$ cat config.mk
export PLATFORM = sky130hd
export DESIGN_NAME = cv32e40n_obi_arbiter
export DESIGN_NICKNAME = d
export VERILOG_FILES = /design/src/rtl/cv32e40n_obi_arbiter.sv
export SDC_FILE = /design/constraint.sdc
export NUM_CORES = 1
export LEC_CHECK = 0
export CORE_AREA = 2 2 122 124
export DETAILED_ROUTE_END_ITERATION = 16
export DIE_AREA = 0 0 124 126
export PLACE_DENSITY_LB_ADDON = 0.2
export SLEW_MARGIN = 20
export SYNTH_ARGS = -nofsm -noshare
export SYNTH_HDL_FRONTEND = slang
export SYNTH_SLANG_ARGS = --single-unit
$ cat constraint.sdc
create_clock -name clk_i -period 6.17 [get_ports clk_i]
set_input_delay 1.234 -clock clk_i [delete_from_list [all_inputs] [get_ports clk_i]]
set_output_delay 1.234 -clock clk_i [all_outputs]
set_load 0.02 [all_outputs]
$ cat src/rtl/cv32e40n_obi_arbiter.sv
// Two-master, one-slave pipelined OBI arbiter: the CPU LSU (M1) and the NVPE (M2) share
// one data port, with in-order response routing and a bound on CPU starvation.
module cv32e40n_obi_arbiter #(
  parameter int unsigned NUM_OUTSTANDING = 2,
  parameter int unsigned STARVE_LIMIT    = 8
) (
  input  logic        clk_i,
  input  logic        rst_ni,

  output logic        s_req_o,
  input  logic        s_gnt_i,
  input  logic        s_rvalid_i,
  output logic [31:0] s_addr_o,
  output logic        s_we_o,
  output logic [3:0]  s_be_o,
  output logic [31:0] s_wdata_o,
  input  logic [31:0] s_rdata_i,

  input  logic        m1_req_i,
  output logic        m1_gnt_o,
  output logic        m1_rvalid_o,
  input  logic [31:0] m1_addr_i,
  input  logic        m1_we_i,
  input  logic [3:0]  m1_be_i,
  input  logic [31:0] m1_wdata_i,
  output logic [31:0] m1_rdata_o,

  input  logic        m2_req_i,
  output logic        m2_gnt_o,
  output logic        m2_rvalid_o,
  input  logic [31:0] m2_addr_i,
  input  logic        m2_we_i,
  input  logic [3:0]  m2_be_i,
  input  logic [31:0] m2_wdata_i,
  output logic [31:0] m2_rdata_o,

  output logic        busy_o,
  output logic        proto_err_o
);

  localparam int unsigned CNT_W = $clog2(NUM_OUTSTANDING + 1);
  localparam int unsigned PTR_W = (NUM_OUTSTANDING > 1) ? $clog2(NUM_OUTSTANDING) : 1;
  localparam logic [CNT_W-1:0] CNT_MAX    = CNT_W'(NUM_OUTSTANDING);
  localparam logic [PTR_W-1:0] PTR_LAST   = PTR_W'(NUM_OUTSTANDING - 1);
  localparam logic [7:0]       STARVE_MAX = 8'(STARVE_LIMIT);

  typedef enum logic [1:0] {
    ARB     = 2'd0,
    LOCK_M1 = 2'd1,
    LOCK_M2 = 2'd2
  } state_e;

  state_e                     state_q, state_d;
  logic [CNT_W-1:0]           cnt_q, cnt_d;
  logic [PTR_W-1:0]           wptr_q, wptr_d;
  logic [PTR_W-1:0]           rptr_q, rptr_d;
  logic [NUM_OUTSTANDING-1:0] id_q, id_d;
  logic [7:0]                 starve_q, starve_d;
  logic                       proto_err_q, proto_err_d;

  logic sel_m2_s;
  logic sel_req_s;
  logic full_s;
  logic empty_s;
  logic hs_s;
  logic pop_s;
  logic head_m2_s;

  // Master selection: free in ARB, pinned to the presented master while locked
  always_comb begin
    sel_m2_s = 1'b0;
    case (state_q)
      ARB: begin
        case ({m1_req_i, m2_req_i})
          2'b01:   sel_m2_s = 1'b1;
          2'b11:   sel_m2_s = (starve_q != STARVE_MAX);
          default: sel_m2_s = 1'b0;
        endcase
      end
      LOCK_M1: sel_m2_s = 1'b0;
      LOCK_M2: sel_m2_s = 1'b1;
      default: sel_m2_s = 1'b0;
    endcase
  end

  assign sel_req_s = sel_m2_s ? m2_req_i : m1_req_i;
  // Full uses the registered count only; a same-cycle pop does not free a slot
  assign full_s    = (cnt_q == CNT_MAX);
  assign empty_s   = (cnt_q == {CNT_W{1'b0}});
  assign s_req_o   = sel_req_s & ~full_s;
  assign hs_s      = s_req_o & s_gnt_i;
  assign pop_s     = s_rvalid_i & ~empty_s;
  assign head_m2_s = id_q[rptr_q];

  assign s_addr_o  = sel_m2_s ? m2_addr_i  : m1_addr_i;
  assign s_we_o    = sel_m2_s ? m2_we_i    : m1_we_i;
  assign s_be_o    = sel_m2_s ? m2_be_i    : m1_be_i;
  assign s_wdata_o = sel_m2_s ? m2_wdata_i : m1_wdata_i;

  assign m1_gnt_o    = hs_s & ~sel_m2_s;
  assign m2_gnt_o    = hs_s &  sel_m2_s;
  assign m1_rvalid_o = pop_s & ~head_m2_s;
  assign m2_rvalid_o = pop_s &  head_m2_s;
  assign m1_rdata_o  = m1_rvalid_o ? s_rdata_i : 32'h0000_0000;
  assign m2_rdata_o  = m2_rvalid_o ? s_rdata_i : 32'h0000_0000;

  assign busy_o      = ~empty_s;
  assign proto_err_o = proto_err_q;

  // Address-phase FSM next state
  always_comb begin
    state_d = state_q;
    case (state_q)
      ARB: begin
        if (s_req_o && !s_gnt_i) begin
          state_d = sel_m2_s ? LOCK_M2 : LOCK_M1;
        end else begin
          state_d = ARB;
        end
      end
      LOCK_M1: begin
        if (hs_s || !m1_req_i) begin
          state_d = ARB;
        end else begin
          state_d = LOCK_M1;
        end
      end
      LOCK_M2: begin
        if (hs_s || !m2_req_i) begin
          state_d = ARB;
        end else begin
          state_d = LOCK_M2;
        end
      end
      default: state_d = ARB;
    endcase
  end

  // ID FIFO, outstanding count and sticky protocol error
  always_comb begin
    id_d        = id_q;
    wptr_d      = wptr_q;
    rptr_d      = rptr_q;
    proto_err_d = proto_err_q | (s_rvalid_i & empty_s);
    if (hs_s) begin
      id_d[wptr_q] = sel_m2_s;
      wptr_d       = (wptr_q == PTR_LAST) ? {PTR_W{1'b0}} : wptr_q + PTR_W'(1);
    end else begin
      wptr_d = wptr_q;
    end
    if (pop_s) begin
      rptr_d = (rptr_q == PTR_LAST) ? {PTR_W{1'b0}} : rptr_q + PTR_W'(1);
    end else begin
      rptr_d = rptr_q;
    end
    case ({hs_s, pop_s})
      2'b10:   cnt_d = cnt_q + CNT_W'(1);
      2'b01:   cnt_d = cnt_q - CNT_W'(1);
      default: cnt_d = cnt_q;
    endcase
  end

  // Starvation counter: consecutive M2 wins while M1 waits
  always_comb begin
    starve_d = starve_q;
    if (!m1_req_i || (hs_s && !sel_m2_s)) begin
      starve_d = 8'd0;
    end else if (hs_s && sel_m2_s && (starve_q != STARVE_MAX)) begin
      starve_d = starve_q + 8'd1;
    end else begin
      starve_d = starve_q;
    end
  end

  // State registers
  always_ff @(posedge clk_i or negedge rst_ni) begin
    if (!rst_ni) begin
      state_q     <= ARB;
      cnt_q       <= {CNT_W{1'b0}};
      wptr_q      <= {PTR_W{1'b0}};
      rptr_q      <= {PTR_W{1'b0}};
      id_q        <= {NUM_OUTSTANDING{1'b0}};
      starve_q    <= 8'd0;
      proto_err_q <= 1'b0;
    end else begin
      state_q     <= state_d;
      cnt_q       <= cnt_d;
      wptr_q      <= wptr_d;
      rptr_q      <= rptr_d;
      id_q        <= id_d;
      starve_q    <= starve_d;
      proto_err_q <= proto_err_d;
    end
  end

endmodule

==> metrics.txt, run 1 <==
status finished clean; most used routing layer met2; crit end category output pin; post-route clock period utilization 82.5%; Die Ht 126 um; first-pass GRT wire length 16,100 um; synth top area cells mux2_4 (18%), and2_1 (17%), dfrtp_1 (17%); via/cell ratio 4.14; Cell variety after synth 42; Cell Pwr Density 257 mW/mm^2; total of max-cap violations 0; hold buffer count at cts 0; total wire length 11,500 um; DRT antenna net count 0; count leader, synth and2_1; met1 GRT Util 14.1%; Final min period 5.09 ns; synthesized instance count 267; Syn-to-layout area delta 131%; share of cells above drive strength 1 13.7%; fill count 1,396; Seq. cell area 425 um^2; GR Util met3 4.12%; post-CTS setup buffer count 0; YS warnings 0; syn nets 446; EDFF count, synth 0; Yosys top cell area share 17.6%; Core Area 0.0143 mm^2; DIE AREA 0.0156 mm^2; Synth area leader mux2_4; largest fanout on the critical path 43; DIE WIDTH 124 um; Multi-input gate area 0.00193 mm^2; CTS Buf Count 3; Clock Tree Root clkbuf_16; Avg WL per Cell 15.2 um; NumNets Final 751; commonest cells in the synthesized netlist and2_1 (68), mux2_2 (32), mux2_4 (30); drt first pass iters 4; worst hold path type reg2reg; worst slew pin tran 0.902 ns; unrepaired setup endpoints after global routing no; TritonCTS clock tree yes; final setup violation count 0; post-synthesis register bit count 17; Mapped Area 0.00256 mm^2; Rel. slew slack 39.9%; Arr. time, crit path 3.86 ns; max frequency 196 MHz; clk_lat worst skew 0.25 ns; H-Tree Level Count 1; Worst Path Required 4.94 ns; num rows 44; clock buffer depth 2; diode count 0; starting density of the core 17.9%; Routability Congestion 0.836; largest net degree at the start of global routing 44; Post-synth top flop dfrtp_1; CP Class in2out; WHS 0.470 ns; CP startpoint kind input port; initial antenna violation count 0; final core utilization 41.3%; number of global-route vias before repair 3,033; Clock Sinks 17; fraction of registers with async set/reset 100%; I/O pins 316; port buffer count 315; met2 usage 25.0%; Final Skew 0.00484 ns; Leakage 0.00230 uW; dpl hpwl 9650 um; Final Hold Vio Count 0; PostCTS Resize Cnt 0; initial drt markers 53; DRC 0; Clock Pin Slew Worst Setup and Hold Paths 0.06 ns; setup TNS 0 ns; sequential share of the synthesized area 16.6%; GRT Util Overall 13.1%; via count 3,126; Syn Area/Cell 9.58 um^2; Worst IR Drop VDD 0.127 mV; Final Slew Violations 0; Congestion Overflow GR 0
critical path: stages:
cell and delay [ns]:
clkdlybuf4s50_1 0.45, buf_4 0.20, nor2b_4 0.20, a31o_4 0.59
buf_4 0.31, mux2_4 0.31, clkdlybuf4s50_1 0.54
cell type report:
type / instances / area share, %
inverter: 12 / 0.763
sequential: 17 / 7.20
tap: 184 / 3.90
clock inverter: 1 / 0.127
clock buffer: 3 / 1.27
timing repair buffer: 319 / 54.1
multi-input combinational: 219 / 32.6
per-stage QoR:
stage	area, um^2	total power (uW)	setup WS, ns	instances
final	5910	1520	1.08	755
after global routing	5910	1610	0.936	755
after CTS	5910	1540	1.05	755
after detailed placement	5820	1390	1.05	751
after global placement	5820	1390	1.09	751
after floorplan	2560	862	2.53	267
placed cells by master, fill, tap and decap left out, drive strengths merged, types with 2 or more instances in the layout:
| master | n |
|---|---|
| buf | 4 |
| xnor2 | 4 |
| mux2i | 6 |
| o211ai | 10 |
| nor2 | 8 |
| a31o | 3 |
| and2 | 68 |
| nor2b | 2 |
| inv | 12 |
| nand2 | 4 |
| and3 | 2 |
| o31ai | 3 |
| ha | 3 |
| a21o | 2 |
| clkdlybuf4s50 | 315 |
| dfrtp | 17 |
| nand4 | 5 |
| a21boi | 2 |
| a21oi | 7 |
| clkbuf | 3 |
| nand2b | 2 |
| mux2 | 70 |
| nor4 | 5 |
| nand3 | 3 |
path summary, 6_finish.rpt:
path	start	endpoint	slack [ns]	cells after the start
worst max register to register	starve_q[0]	starve_q[7]	3.78	7
max in group asynchronous	rst_ni	starve_q[7]	4.20	1
worst min register to register	proto_err_o	proto_err_o	0.47	1
min in group asynchronous	rst_ni	starve_q[1]	1.46	1
worst min-delay path	proto_err_o	proto_err_o	0.47	1
worst max-delay path	m1_req_i	s_wdata_o[20]	1.08	7
sequential cells by signal, summed over array words and instances (netlist names):
| signal | flops |
|---|---|
| starve_q | 8 |
| cnt_q | 2 |
| state_q | 2 |
| proto_err_o | 1 |
| id_q | 2 |
| wptr_q | 1 |
| rptr_q | 1 |
report_power, final:
part | internal, uW | switching (uW) | total, uW
Combinational | 644 | 574 | 1220
Clock | 87.6 | 47.9 | 135
Sequential | 137 | 23.9 | 161
layer usage:
metal  routed length (um)  vias to the layer above
li1                     -                     1550
met1                 4150                     1365
met2                 5790                      199
met3                 1360                       12
met4                  152                        0
met5                    0                        -
kinds of logic after synthesis:
family	count (synthesis)	synth area share [%]
and+or+nand+nor	102	25.0
AOI/OAI and AO/OA	33	9.58
buffers and inverters	31	8.07
xor gates and xnor gates	5	1.71
adders and majority gates	3	1.47
DFF	17	16.6
muxes	76	37.6
No activity file was read; power rests on OpenSTA's default activity.
==> inputs of run 2 (changes only) <==
--- a/config.mk
+++ b/config.mk
@@ -5,9 +5,9 @@
 export SDC_FILE = /design/constraint.sdc
 export NUM_CORES = 1
 export LEC_CHECK = 0
-export CORE_AREA = 2 2 122 124
+export CORE_AREA = 2 2 123 125
 export DETAILED_ROUTE_END_ITERATION = 16
-export DIE_AREA = 0 0 124 126
+export DIE_AREA = 0 0 125 127
 export PLACE_DENSITY_LB_ADDON = 0.2
 export SLEW_MARGIN = 20
 export SYNTH_ARGS = -nofsm -noshare
==> constraint.sdc (replaced) <==
create_clock -name clk_i -period 5.2 [get_ports clk_i]
set_input_delay 1.04 -clock clk_i [delete_from_list [all_inputs] [get_ports clk_i]]
set_output_delay 1.04 -clock clk_i [all_outputs]
set_load 0.02 [all_outputs]
==> run 2 against run 1 <==
Cell area is 0.59% higher. Count of clock-buffer cells in the layout stayed put. Worst hold slack worse by 0.012 ns. Sequential power is 20% higher. Cell count is 0.26% higher. Critical path type unchanged.
==> metrics.txt, run 2 (synthesis gave the netlist of run 1 again) <==
status finished clean; largest fanout on the critical path 15 (-65%); Final Slew Violations 0 (unchanged); first-pass GRT wire length 17,900 um (+11%); NumNets Final 753 (+0.27%); Cell Pwr Density 306 mW/mm^2 (+19%); Clock Sinks 17 (unchanged); crit-path cells clkdlybuf4s50_1 -> o21bai_1 -> a31o_4 -> buf_4 -> mux2_1 -> clkdlybuf4s50_1; Rel. slew slack 41.1% (+1.2 points); I/O pins 316 (unchanged); Worst R2R End starve_q[4]; post-CTS setup buffer count 0 (unchanged); max frequency 232 MHz; Reg power frac 10.6% (about the same); crit end category output pin; initial drt markers 93 (+75%); Arr. time, crit path 3.28 ns (-0.58 ns); hold buffer count at cts 0 (unchanged); Clock Tree Root clkbuf_16; Die Ht 127 um (+0.79%); reg2reg start starve_q[0]; Final Hold Vio Count 0 (unchanged); cell-internal power 1040 uW (+20%); total wire length 12,100 um (+5.5%); worst slew pin tran 0.884 ns (-0.0177 ns); PostCTS Resize Cnt 0 (unchanged); final setup violation count 0 (unchanged); Clk network pwr share 8.6% (-0.3 points); CP max stage delay 0.55 ns (-0.04 ns); clock buffer depth 2 (unchanged); Leakage 0.00232 uW (+1.0%); dpl hpwl 10,200 um (+6.1%); Final Skew 0.00235 ns (-0.00249 ns); number of global-route vias before repair 3,276 (+8.0%); R2R setup slack 3.09 ns (-0.69 ns); total of max-cap violations 0 (unchanged); DRT antenna net count 0 (unchanged); Design Power 1820 uW (+20%); most common cell after layout, fill and taps aside clkdlybuf4s50_1; TritonCTS clock tree yes; DRC 0 (unchanged); largest net degree at the start of global routing 34 (-23%); Hold EP proto_err_o; Biggest register starve_q; port buffer count 315 (unchanged); setup TNS 0 ns (unchanged); Critical-path top delay cell clkdlybuf4s50_1; Hold Crit Depth 1 (unchanged); CP Buf/Inv Count 3 (-1); post-route clock period utilization 83.0%; power share of the combinational group 80.7% (+0.3 points); Clock Pin Slew Worst Setup and Hold Paths 0.06 ns (about the same); starting density of the core 17.7% (-0.14 points); CTS Buf Count 3 (unchanged); Final min period 4.32 ns; Worst path top cell family by delay buffers and inverters; unrepaired setup endpoints after global routing no; num rows 44 (unchanged); Avg WL per Cell 16.0 um (+5.2%); Congestion Overflow GR 0 (unchanged); GRT Util Overall 13.9% (+0.77 points); fill count 1,416 (+1.4%); r2r worst-path depth 7 (unchanged); Core Area 0.0144 mm^2 (+0.77%); initial antenna violation count 1 (+1); clk_lat worst skew 0.25 ns (about the same); most frequent cells in the layout clkdlybuf4s50_1 (314), and2_1 (68), mux2_2 (32); DIE WIDTH 125 um (+0.81%); switching power 777 uW (+20%); CP Class in2out; Worst Path Required 4.16 ns (-0.78 ns); Routability Congestion 0.835 (-0.13%); max reg flops 8 (unchanged); worst hold path type reg2reg; Sw Ratio 42.7% (+0.048 points); Worst path most repeated cell clkdlybuf4s50_1; via/cell ratio 4.27 (+3.1%); Syn-to-layout area delta 132%; diode count 0 (unchanged); H-Tree Level Count 1 (unchanged); Worst IR Drop VDD 0.176 mV (+39%); drt first pass iters 4 (unchanged); DIE AREA 0.0159 mm^2 (+1.6%); share of cells above drive strength 1 14.1% (+0.48 points); CP startpoint kind input port; via count 3,231 (+3.4%); Worst Hold Launch proto_err_o
-- run 2: cell types whose count changed in the layout (fill, tap and decap cells not counted) --
cell / delta
a21boi_0: +1
a21boi_1: -1
clkinv_2: +1
clkinvlp_4: -1
buf_4: +1
buf_12: +2
clkdlybuf4s50_1: -1
-- run 2: through the flow --
| stage | instance area (um^2) | hold slack [ns] | setup slack (ns) | cells | util (%) |
|---|---|---|---|---|---|
| 6_report | 5940 | 0.458 | 0.882 | 757 | 41.2 |
| 5_1_grt | 5940 | 0.495 | 0.745 | 757 | 41.2 |
| 2_1_floorplan | 2560 | 0.464 | 1.95 | 267 | - |
| 3_3_place_gp | 5860 | 0.442 | 0.895 | 753 | 40.6 |
| 3_5_place_dp | 5860 | 0.444 | 0.868 | 753 | 40.6 |
| 4_1_cts | 5940 | 0.464 | 0.856 | 757 | 41.2 |
-- run 2: how the worst max path moves through the flow --
stage | start | endpoint | cells after the start
after floorplan | m1_req_i | s_wdata_o[23] | 6
after global placement | m2_req_i | s_wdata_o[28] | 6
after detailed placement | m2_req_i | s_wdata_o[30] | 6
after CTS | m2_req_i | s_wdata_o[30] | 6
after global routing | m2_req_i | s_wdata_o[28] | 6
final | m2_req_i | s_wdata_o[30] | 6
-- run 2: layout make-up --
type,instances,area [um^2],area share [%]
Clock buffer,3,75.1,1.26
Clock inverter,1,5.00,0.0842
Inverter,12,45.0,0.758
Multi-Input combinational cell,219,1930,32.4
Sequential cell,17,425,7.16
Tap cell,184,230,3.88
Timing Repair Buffer,321,3230,54.4
-- run 2: layer usage --
metal	routed length, um	GRT usage [%]	part of all wire (%)
met1	4270	14.4	35
met2	6490	27.5	54
met3	1200	4.98	9.9
met4	102	1.57	0.84
met5	19	0	0.16
-- run 2: power groups by stage --
| stage | Combinational, uW | Sequential, uW | Clock (uW) |
|---|---|---|---|
| floorplan | 836 | 187 | 0 |
| global placement | 1480 | 193 | 0 |
| detailed placement | 1480 | 196 | 0 |
| CTS | 1490 | 194 | 161 |
| global route | 1560 | 199 | 167 |
| finish | 1470 | 194 | 157 |
==> inputs of run 3 (changes only) <==
==> constraint.sdc (replaced) <==
create_clock -name clk_i -period 4.4 [get_ports clk_i]
set_input_delay 0.88 -clock clk_i [delete_from_list [all_inputs] [get_ports clk_i]]
set_output_delay 0.88 -clock clk_i [all_outputs]
set_load 0.02 [all_outputs]
==> run 3 against run 2 <==
Global-route usage rose by 0.16 points. Combinational power up 20%. Cell area rose by 0.51%. Critical path depth stayed put. Sequential power rose by 17%. Non-clock buffer count increased by 2. Largest cell class unchanged. Highest routed layer unchanged.
==> metrics.txt, run 3 (synthesis gave the netlist of run 1 again) <==
fill count 1,392 (-1.7%); Core Area 0.0144 mm^2 (unchanged); Worst path most repeated cell clkdlybuf4s50_1; total wire length 12,100 um (+0.48%); CP Class in2out; total of max-cap violations 0 (unchanged); Arr. time, crit path 3.14 ns (-0.14 ns); port buffer count 315 (unchanged); final setup violation count 0 (unchanged); Final Slew Violations 0 (unchanged); GRT Util Overall 14.0% (+0.16 points); Clock Pin Slew Worst Setup and Hold Paths 0.06 ns (about the same); PostCTS Resize Cnt 0 (unchanged); post-CTS setup buffer count 0 (unchanged); post-route clock period utilization 91.3%; Seq. cell area 425 um^2 (unchanged); Final min period 4.02 ns; Final Hold Vio Count 0 (unchanged); Die Ht 127 um (unchanged); Biggest register starve_q; Multi-input gate area 0.00193 mm^2 (unchanged); Leakage 0.00233 uW (+0.47%); max reg flops 8 (unchanged); setup TNS 0 ns (unchanged); hold buffer count at cts 0 (unchanged); H-Tree Level Count 1 (unchanged); Worst IR Drop VDD 0.219 mV (+25%); initial drt markers 102 (+9.7%); unrepaired setup endpoints after global routing no; share of cells above drive strength 1 14.4% (+0.30 points); dpl hpwl 10,200 um (-0.25%); number of global-route vias before repair 3,353 (+2.4%); DRT antenna net count 0 (unchanged); I/O pins 316 (unchanged); Routability Congestion 0.866 (+3.7%); most frequent cells in the layout clkdlybuf4s50_1 (314), and2_1 (68), mux2_2 (32); largest fanout on the critical path 26 (+11); Cell Pwr Density 364 mW/mm^2 (+19%); Clock Sinks 17 (unchanged); NumNets Final 755 (+0.27%); Rel. slew slack 42.7% (+1.6 points); largest net degree at the start of global routing 34 (unchanged); DIE WIDTH 125 um (unchanged); first-pass GRT wire length 18,200 um (+1.8%); Worst path top cell family by delay buffers and inverters; Congestion Overflow GR 0 (unchanged); status finished clean; initial antenna violation count 1 (unchanged); DIE AREA 0.0159 mm^2 (unchanged); Critical-path top delay cell clkdlybuf4s50_1; CP startpoint kind input port; via/cell ratio 4.23 (-1.0%); Avg WL per Cell 16.0 um (+0.22%); CTS Buf Count 3 (unchanged); CP max stage delay 0.56 ns (about the same); worst slew pin tran 0.857 ns (-0.0271 ns); Final Skew 0.00541 ns (+0.00306 ns); WHS 0.462 ns (+0.00376 ns); crit end category output pin; TritonCTS clock tree yes; clk_lat worst skew 0.25 ns (about the same); clock buffer depth 2 (unchanged); CP Buf/Inv Count 3 (unchanged); Syn-to-layout area delta 133%; via count 3,207 (-0.74%); DRC 0 (unchanged); num rows 44 (unchanged); worst hold path type reg2reg; Clock Tree Root clkbuf_16; max frequency 249 MHz; most common cell after layout, fill and taps aside clkdlybuf4s50_1; drt first pass iters 4 (unchanged); Worst Path Required 3.52 ns (-0.64 ns); crit-path cells clkdlybuf4s50_1 -> o21bai_1 -> a31o_4 -> buf_12 -> mux2_2 -> clkdlybuf4s50_1; starting density of the core 17.7% (unchanged); diode count 0 (unchanged)
-- run 3: cell count changes in the layout (fill, tap and decap cells not counted), sizes merged --
| cell | delta |
|---|---|
| clkinv | -1 |
| clkinvlp | +1 |
| buf | +2 |
-- run 3: metrics by stage --
step,std cells,power [uW],setup WS [ns],utilization [%],cell area [um^2]
final,759,2170,0.381,41.4,5970
after global routing,759,2300,0.240,41.4,5970
after CTS,759,2200,0.351,41.4,5970
after detailed placement,755,2000,0.358,40.8,5890
after global placement,755,1990,0.407,40.8,5890
after floorplan,267,1210,1.47,-,2560
-- run 3: power by group --
part           switching [uW]  internal (uW)
Clock                    68.5            123
Sequential               34.3            192
Combinational             824            933
Total                     926           1250
-- run 3: path summary, 6_finish.rpt --
| kind | start | endpoint | slack [ns] | cells past startpoint |
|---|---|---|---|---|
| worst max register to register | starve_q[0] | starve_q[0] | 2.22 | 7 |
| worst max-delay path | m2_req_i | s_addr_o[16] | 0.38 | 6 |
| max in group asynchronous | rst_ni | starve_q[0] | 2.75 | 1 |
| worst min-delay path | proto_err_o | proto_err_o | 0.46 | 1 |
| worst min register to register | proto_err_o | proto_err_o | 0.46 | 1 |
| min in group asynchronous | rst_ni | starve_q[7] | 1.12 | 1 |
-- run 3: final cells by class --
| type | instances | share of cell area (%) |
|---|---|---|
| clock buffer | 3 | 1.26 |
| clock inverter | 1 | 0.126 |
| inverter | 12 | 0.754 |
| multi-input combinational | 219 | 32.3 |
| sequential | 17 | 7.12 |
| tap | 184 | 3.86 |
| timing repair buffer | 323 | 54.6 |
-- run 3: worst reg2reg max path, delay by kind of cell (launching register included) --
| kind | cells | cell delay [ns] |
|---|---|---|
| adder cells (fa/ha/maj) | 1 | 0.17 |
| AND/OR/NAND/NOR | 1 | 0.31 |
| flip-flops | 1 | 0.43 |
| AO/OA/AOI/OAI | 3 | 0.75 |
| buffers and inverters | 2 | 0.38 |
-- run 3: metal layers --
layer  track usage [%]  part of all wire [%]  up-vias
met5                 0                  0.16        -
li1                  -                     -     1557
met2              26.7                    52      189
met3              4.61                   9.1       14
met4              2.75                   2.1        2
met1              15.3                    37     1445
